File: src/rtl/compare_pkg.sv
// compare_pkg: shared types and helpers for the RV32I branch comparator.
//   br_f3_e       - funct3 encodings of the six conditional branches
//   is_branch_f3  - 1 when a funct3 value names a real branch condition
package compare_pkg;

  typedef enum logic [2:0] {
    BEQ  = 3'd0,
    BNE  = 3'd1,
    BLT  = 3'd4,
    BGE  = 3'd5,
    BLTU = 3'd6,
    BGEU = 3'd7
  } br_f3_e;

  // 3'h2 and 3'h3 are the only unused encodings in the branch opcode space.
  function automatic logic is_branch_f3(input logic [2:0] f3);
    return (f3 != 3'd2) && (f3 != 3'd3);
  endfunction

endpackage

File: src/rtl/compare_core.sv
// compare_core: purely combinational branch-condition evaluation.
//   A, B     in  WIDTH  operands (rs1, rs2)
//   funct3   in  3      condition select
//   flag     out 1      condition result (0 on illegal encodings)
//   illegal  out 1      funct3 is not a branch condition
module compare_core
  import compare_pkg::*;
#(
  parameter int WIDTH = 32
) (
  input  logic [WIDTH-1:0] A,
  input  logic [WIDTH-1:0] B,
  input  logic [2:0]       funct3,
  output logic             flag,
  output logic             illegal
);

  logic w_eq, w_lt_s, w_lt_u;

  assign w_eq   = (A == B);
  assign w_lt_s = ($signed(A) < $signed(B));
  assign w_lt_u = (A < B);

  always_comb begin
    flag    = 1'b0;
    illegal = !is_branch_f3(funct3);
    case (funct3)
      BEQ:     flag = w_eq;
      BNE:     flag = !w_eq;
      BLT:     flag = w_lt_s;
      BGE:     flag = !w_lt_s;
      BLTU:    flag = w_lt_u;
      BGEU:    flag = !w_lt_u;
      default: flag = 1'b0;
    endcase
  end

endmodule

File: src/rtl/compare.sv
// compare: execute-stage branch comparator with debug/perf registers.
//   clk, reset  in   clock, synchronous active-high reset
//   A, B        in   WIDTH operands
//   funct3      in   condition select
//   in_valid    in   qualifies the inputs for the registered path and counter
//   flag        out  combinational taken flag (for same-cycle PC select)
//   illegal     out  combinational illegal-encoding flag
//   flag_q      out  flag captured on in_valid
//   out_valid   out  in_valid delayed one cycle
//   illegal_q   out  illegal captured on in_valid
//   taken_cnt   out  saturating count of accepted taken evaluations
module compare
  import compare_pkg::*;
#(
  parameter int WIDTH     = 32,
  parameter int CNT_WIDTH = 32
) (
  input  logic                 clk,
  input  logic                 reset,
  input  logic [WIDTH-1:0]     A,
  input  logic [WIDTH-1:0]     B,
  input  logic [2:0]           funct3,
  input  logic                 in_valid,
  output logic                 flag,
  output logic                 illegal,
  output logic                 flag_q,
  output logic                 out_valid,
  output logic                 illegal_q,
  output logic [CNT_WIDTH-1:0] taken_cnt
);

  localparam int STAGES = 1;

  logic                 w_flag, w_illegal, w_take;
  logic [STAGES:0]      r_vld_pipe;
  logic                 r_flag_q, r_illegal_q;
  logic [CNT_WIDTH-1:0] r_cnt;

  compare_core #(.WIDTH(WIDTH)) u_core (
    .A      (A),
    .B      (B),
    .funct3 (funct3),
    .flag   (w_flag),
    .illegal(w_illegal)
  );

  // Slot 0 is the live input; only the registered slots carry state.
  always_comb r_vld_pipe[0] = in_valid;

  assign w_take = in_valid && w_flag && !w_illegal;

  always_ff @(posedge clk) begin
    if (reset) begin
      r_vld_pipe[STAGES:1] <= '0;
      r_flag_q             <= 1'b0;
      r_illegal_q          <= 1'b0;
      r_cnt                <= '0;
    end else begin
      r_vld_pipe[STAGES:1] <= r_vld_pipe[STAGES-1:0];
      if (in_valid) begin
        r_flag_q    <= w_flag;
        r_illegal_q <= w_illegal;
      end
      // Saturate rather than wrap so a long run never reads back as small.
      if (w_take && (r_cnt != {CNT_WIDTH{1'b1}}))
        r_cnt <= r_cnt + CNT_WIDTH'(1);
    end
  end

  assign flag      = w_flag;
  assign illegal   = w_illegal;
  assign flag_q    = r_flag_q;
  assign illegal_q = r_illegal_q;
  assign out_valid = r_vld_pipe[STAGES];
  assign taken_cnt = r_cnt;

endmodule

File: config.mk
export PLATFORM = sky130hd
export DESIGN_NAME = compare
export DESIGN_NICKNAME = d
export VERILOG_FILES = /design/src/rtl/compare_pkg.sv /design/src/rtl/compare_core.sv /design/src/rtl/compare.sv
export SDC_FILE = /design/constraint.sdc
export NUM_CORES = 1
export LEC_CHECK = 0
export CAP_MARGIN = 10
export CELL_PAD_IN_SITES_DETAIL_PLACEMENT = 1
export CELL_PAD_IN_SITES_GLOBAL_PLACEMENT = 2
export CORE_ASPECT_RATIO = 0.8
export CORE_MARGIN = 4
export CORE_UTILIZATION = 27
export DETAILED_ROUTE_END_ITERATION = 10
export PLACE_DENSITY_LB_ADDON = 0.1
export REMOVE_ABC_BUFFERS = 1
export SYNTH_ARGS = -nofsm -noshare
export SYNTH_HDL_FRONTEND = slang
export SYNTH_HIERARCHICAL = 1
export SYNTH_SLANG_ARGS = --single-unit
File: constraint.sdc
create_clock -name clk -period 8.1 [get_ports clk]
set_input_delay 1.215 -clock clk [delete_from_list [all_inputs] [get_ports clk]]
set_output_delay 1.215 -clock clk [all_outputs]
set_load 0.02 [all_outputs]
==> metrics.yaml, run 1 <==
die_x_um: 121
async_reset_ff_share_pct: 0
pre_cts_slack_ns: 2.77
reg2reg_slack_ns: 5.55
track_usage_pct: 14.3
drive_gt1_share_pct: 9.09
numPortBuffers: 106
wire_per_inst_um: 14.8
worstHoldStart: "taken_cnt[22]"
drtPass1Iterations: 4
cp.required_ns: 6.88
hold_depth: 2
initial_core_util_pct: 28.1
route.detailed.drc: 0
antenna_found_initial: 0
grt_overflow_total: 0
ctsHtreeMaxLevel: 2
rsz0062_at_grt: "false"
timing.slew.headroom_pct: 29.2
syn_inst: 332
power_leakage_nw: 1.61
power.net_switching_w: 0.000113
cts_tree: "built"
antenna_left: 0
crit_path_end_kind: "primary output"
cts_buffer_depth: 2
grt_max_degree: 42
design_area_um2: 4120
power_density_nw_per_um2: 115
rows: 32
clkPwrFrac_pct: 43.5
maxCapViolations: 0
yosysWarnings: 6
drt-initial-drc-count: 90
synth_ff_type: "dfxtp_1"
totalWireLength_mm: 8.52
ir_drop_mv: 0.0796
core_um2: 9810
fin_crit_ns: 5.32
synthDistinctLibCells: 60
die_y_um: 98.4
switching_share_pct: 24.0
dp_hpwl_mm: 6.86
rr_worst_depth: 5
seq_area_frac_synth_pct: 25.4
power_frac_comb_pct: 19.4
yosys_register_bits: 35
crit_chain: "clkdlybuf4s50_1 -> inv_1 -> ha_1 -> nand4_1 -> or4b_2 -> o22ai_1 -> or4_1 -> a31o_1 -> clkdlybuf4s50_1"
final_common_cell: "clkdlybuf4s50_1"
seq_power_share_pct: 37.1
finalSetupViolCount: 0
path_clk_slew_ns: 0.05
path_class: "input port to primary output"
r2r-end: "taken_cnt[21]"
post_cts_buffers: 0
clock-sinks: 35
cpMostUsedCell: "clkdlybuf4s50_1"
layout_setup_ws_ns: 2.78
postPlaceCellArea_um2: 3960
cts_hold_buffers: 0
critPathArrivalTime_ns: 4.11
reg2reg_from: "taken_cnt[15]"
p_int_w: 0.000359
io_pins: 107
area_growth_pct: 49.4
ctsResizeCount: 0
status: "finished, final reports clean"
skew_ns: 0.00369
period_share_pct: 65.7
syn_avg_cell_area_um2: 8.31
crit_fanout: 4
slowest_delay_ns: 0.68
layout.nets: 542
viasPerCell: 4.99
routabilityCongestion: 0.721
crit_path_start_kind: "input port"
dieArea_um2: 11900
min_path_type: "flip-flop to flip-flop"
worst_pin_slew_ns: 1.05
layout_common_cells: "106 x clkdlybuf4s50_1, 36 x a21oi_1, 35 x dfxtp_1"
hold_viol: 0
fin_hold_ws_ns: 0.501
setup_tns_ns: 0
fillers: 1169
antenna_cells: 0
cts-root-buf: "clkbuf_16"
clock_latency_ns: 0.29
cts_inserted_buffers: 5
critPathSlowestCell: "or4b_2"
grt_pass1_vias: 2841
grt_pass1_wl_mm: 14.0
syn-cell-area_um2: 2760
vias: 2874
synth_edf_count: 0
slew_violations: 0
min_to: "taken_cnt[22]"
fmax_ghz: 0.188
[area by class of cell]
class	instances	area, um2	share of cell area (%)
clock buffers	8	156	3.80
inverters	34	128	3.10
multi-input cells	256	1900	46.0
flip-flops and latches	35	701	17.0
well taps	136	170	4.13
repair buffers	107	1070	25.9
[metal layers]
metal / track usage [%] / vias up / wire length, um
met3: 4.05 / 8 / 434
li1: - / 1447 / -
met5: 0 / - / 0
met4: 2.61 / 0 / 68
met2: 22.5 / 61 / 3760
met1: 19.8 / 1358 / 4260
[cell families after synthesis]
| group | share of synthesized area, % |
|---|---|
| mux | 3.40 |
| simple gates | 32.7 |
| buf+inv | 5.81 |
| flops | 25.4 |
| compound gates | 16.5 |
| xor+xnor | 1.27 |
| fa+ha+maj | 15.0 |
[registers in the layout, summed over array words and instances (netlist names)]
register,flops
flag_q,1
illegal_q,1
out_valid,1
taken_cnt,32
[cells in the mapped netlist, types with 4 or more instances]
cell	number	area [um2]
a21oi_1	36	180
dfxtp_1	35	701
inv_1	34	128
ha_1	33	413
o21ai_0	20	100
or3_1	18	113
nand2_1	17	63.8
nand3_1	16	80.1
nor2_1	15	56.3
nand4_1	14	87.6
nor2b_1	8	50.1
nor3_1	6	30.0
o31ai_1	4	30.0
or4_1	4	30.0
[through the flow]
stage	total power [W]	util (%)	instances
after global routing	0.000497	42.0	576
after CTS	0.000481	42.0	576
after global placement	0.000270	40.4	568
final	0.000472	42.0	576
after detailed placement	0.000272	40.4	568
after floorplan	0.000218	-	325
[worst max-delay path, delay by kind of cell]
family          cells  cell delay, ns
buf+inv             3            1.16
fa+ha+maj           1            0.31
simple gates        3            0.98
compound gates      2            0.43
[worst max path at each step]
stage / slack [ns] / to / cells after the start / from
finish: 2.78 / flag / 9 / B[31]
detailed placement: 2.77 / flag / 9 / B[19]
global placement: 2.79 / flag / 9 / B[19]
CTS: 2.77 / flag / 9 / B[19]
floorplan: 3.80 / taken_cnt[21] / 12 / B[19]
global route: 2.60 / flag / 10 / B[11]
[power by group through the flow]
stage	Clock [W]	Combinational, W	Sequential [W]
5_1_grt	0.000219	0.000103	0.000175
3_5_place_dp	0	0.0000928	0.000179
6_report	0.000205	0.0000915	0.000175
2_1_floorplan	0	0.0000382	0.000180
3_3_place_gp	0	0.0000911	0.000179
4_1_cts	0.000212	0.0000934	0.000175
(Power assumes the default switching activity.)
==> run 2, diff against run 1 <==
--- a/config.mk
+++ b/config.mk
@@ -10,7 +10,7 @@
 export CELL_PAD_IN_SITES_GLOBAL_PLACEMENT = 2
 export CORE_ASPECT_RATIO = 0.8
 export CORE_MARGIN = 4
-export CORE_UTILIZATION = 27
+export CORE_UTILIZATION = 22
 export DETAILED_ROUTE_END_ITERATION = 10
 export PLACE_DENSITY_LB_ADDON = 0.1
 export REMOVE_ABC_BUFFERS = 1
==> constraint.sdc (replaced) <==
create_clock -name clk -period 4.35 [get_ports clk]
set_input_delay 0.6525 -clock clk [delete_from_list [all_inputs] [get_ports clk]]
set_output_delay 0.6525 -clock clk [all_outputs]
set_load 0.02 [all_outputs]
==> run 2 against run 1 <==
  * Non-clock buffer count rose by 4
  * Largest cell class unchanged
  * Global-route usage fell by 1.5 points
  * Sequential share of layout area fell by 0.31 points
  * Critical path depth rose by 4
  * Combinational power rose by 89%
  * Worst hold slack improved by 0.0025 ns
==> metrics.yaml, run 2 (synthesis results as in run 1) <==
status: "finished, final reports clean"  # unchanged
fillers: 1448  # was 1169
drtPass1Iterations: 4  # unchanged
grt_max_degree: 42  # unchanged
clock_latency_ns: 0.28  # was 0.29 ns
numPortBuffers: 106  # unchanged
reg2reg_from: "taken_cnt[19]"  # was taken_cnt[15]
grt_util_met2_pct: 20.5  # was 22.5%
crit_chain: "clkdlybuf4s50_1 -> inv_1 -> ha_1 -> and4_2 -> or4b_2 -> o22ai_1 -> or4_1 -> a31o_1 -> nand3b_2 -> nor4_4 -> o2111ai_2 -> or3_1 -> a21oi_1"  # was clkdlybuf4s50_1 -> inv_1 -> ha_1 -> nand4_1 -> or4b_2 -> o22ai_1 -> or4_1 -> a31o_1 -> clkdlybuf4s50_1
rr_worst_depth: 5  # unchanged
grt_most_used_layer: "met2"  # unchanged
fin_crit_ns: 4.04
layout_common_cells: "105 x clkdlybuf4s50_1, 36 x a21oi_1, 35 x dfxtp_1"  # was 106 x clkdlybuf4s50_1, 36 x a21oi_1, 35 x dfxtp_1
finalSetupViolCount: 0  # unchanged
maxCapViolations: 0  # unchanged
totalWireLength_mm: 9.13  # was 8.52 mm
gr-usage-met1_pct: 17.7  # was 19.8%
rsz0062_at_grt: "true"  # was false
critPathArrivalTime_ns: 4.25  # was 4.11 ns
antenna_cells: 0  # unchanged
hold_depth: 2  # unchanged
path_class: "input port to flip-flop"  # was input port to primary output
crit_path_end_kind: "flip-flop"  # was primary output
postPlaceCellArea_um2: 4030  # was 3960 um2
timing.slew.headroom_pct: 33.4  # was 29.2%
min_to: "flag_q"  # was taken_cnt[22]
drt-initial-drc-count: 68  # was 90
largest_reg_flops: 32  # unchanged
crit_family: "simple AND/OR/NAND/NOR gates"  # was buffers and inverters
skew_ns: 0.00286  # was 0.00369 ns
fmax_ghz: 0.247
wire_per_inst_um: 14.8  # about the same
grt_pass1_vias: 2974  # was 2841
clock-sinks: 35  # unchanged
hold_viol: 0  # unchanged
grt_pass1_wl_mm: 15.2  # was 14.0 mm
design_area_um2: 4200  # was 4120 um2
area_growth_pct: 52.2  # was 49.4%
route.detailed.drc: 0  # unchanged
cts_buffer_depth: 2  # unchanged
power_density_nw_per_um2: 210  # was 115 nW/um2
viasPerCell: 4.63  # was 4.99
die_y_um: 108  # was 98.4 um
cp.required_ns: 4.56  # was 6.88 ns
die_x_um: 133  # was 121 um
slew_violations: 0  # unchanged
cp_num_buf_inv: 2  # was 3
cts_hold_buffers: 0  # unchanged
layout.nets: 546  # was 542
routabilityCongestion: 0.726  # was 0.721
crit_fanout: 7  # was 4
grt_overflow_total: 0  # unchanged
core_um2: 12200  # was 9810 um2
dieArea_um2: 14400  # was 11900 um2
min_path_type: "flip-flop to flip-flop"  # unchanged
ir_drop_mv: 0.131  # was 0.0796 mV
slowest_delay_ns: 0.60  # was 0.68 ns
cts-root-buf: "clkbuf_16"  # unchanged
critPathLaunch: "B[19]"  # was B[31]
cts_tree: "built"  # unchanged
dp_hpwl_mm: 7.43  # was 6.86 mm
final_common_cell: "clkdlybuf4s50_1"  # unchanged
cts_inserted_buffers: 5  # unchanged
grtUsageMet3_pct: 3.35  # was 4.05%
initial_core_util_pct: 22.6  # was 28.1%
antenna_found_initial: 0  # unchanged
period_share_pct: 92.9
r2r-end: "taken_cnt[31]"  # was taken_cnt[21]
worst_pin_slew_ns: 0.992  # was 1.05 ns
io_pins: 107  # unchanged
drive_gt1_share_pct: 9.91  # was 9.09%
reg2reg_slack_ns: 1.79  # was 5.55 ns
ctsHtreeMaxLevel: 2  # unchanged
crit_path_start_kind: "input port"  # unchanged
path_clk_slew_ns: 0.06  # was 0.05 ns
vias: 2847  # was 2874
track_usage_pct: 12.9  # was 14.3%
power.total_w: 0.000883  # was 0.000472 W
worstHoldStart: "flag_q"  # was taken_cnt[22]
antenna_left: 0  # unchanged
critPathSlowestCell: "or4b_2"  # unchanged
power_leakage_nw: 1.64  # was 1.61 nW
rows: 36  # was 32
## run 2: timing repair
item | CTS | global route
setup endpoints to repair | 0 | 8
setup buffers | 0 | 1
resized for setup | 0 | 1
## run 2: metal layers
metal	up-vias	wire length, um
met5	-	0
met3	8	444
met1	1331	4510
met4	0	65
li1	1450	-
met2	58	4110
## run 2: worst min-delay path, cell delays in order (launching register included)
cell and delay [ns]:
dfxtp_1 0.32, mux2i_1 0.06, nor2_1 0.08
## run 2: worst max-delay path by stage
stage,to,slack (ns),cells past startpoint
finish,taken_cnt[30],0.31,13
global route,taken_cnt[30],-0.04,13
CTS,flag,0.06,9
detailed placement,taken_cnt[30],-0.09,13
global placement,taken_cnt[22],0.02,13
floorplan,taken_cnt[21],0.61,12
## run 2: power by group
group          internal (W)  leakage [nW]  switching (W)
Combinational      0.000102          1.28      0.0000709
Clock              0.000244        0.0772       0.000140
Sequential         0.000323         0.282     0.00000271
## run 2: metrics by stage
| step | setup WS (ns) | instances | TNS, ns | hold slack, ns | utilization (%) |
|---|---|---|---|---|---|
| 2_1_floorplan | 0.608 | 325 | 0 | 0.560 | - |
| 3_3_place_gp | 0.0185 | 606 | 0 | 0.478 | 33.0 |
| 3_5_place_dp | -0.0856 | 606 | -0.460 | 0.498 | 33.0 |
| 4_1_cts | 0.0594 | 614 | 0 | 0.512 | 34.3 |
| 5_1_grt | -0.0421 | 615 | -0.0462 | 0.539 | 34.4 |
| 6_report | 0.308 | 615 | 0 | 0.504 | 34.4 |
## run 2: layout make-up
class / count / area (um2) / share of cell area [%]
well taps: 171 / 214 / 5.10
multi-input cells: 256 / 1900 / 45.2
repair buffers: 111 / 1100 / 26.2
clock buffers: 8 / 156 / 3.73
flip-flops and latches: 35 / 701 / 16.7
inverters: 34 / 128 / 3.04
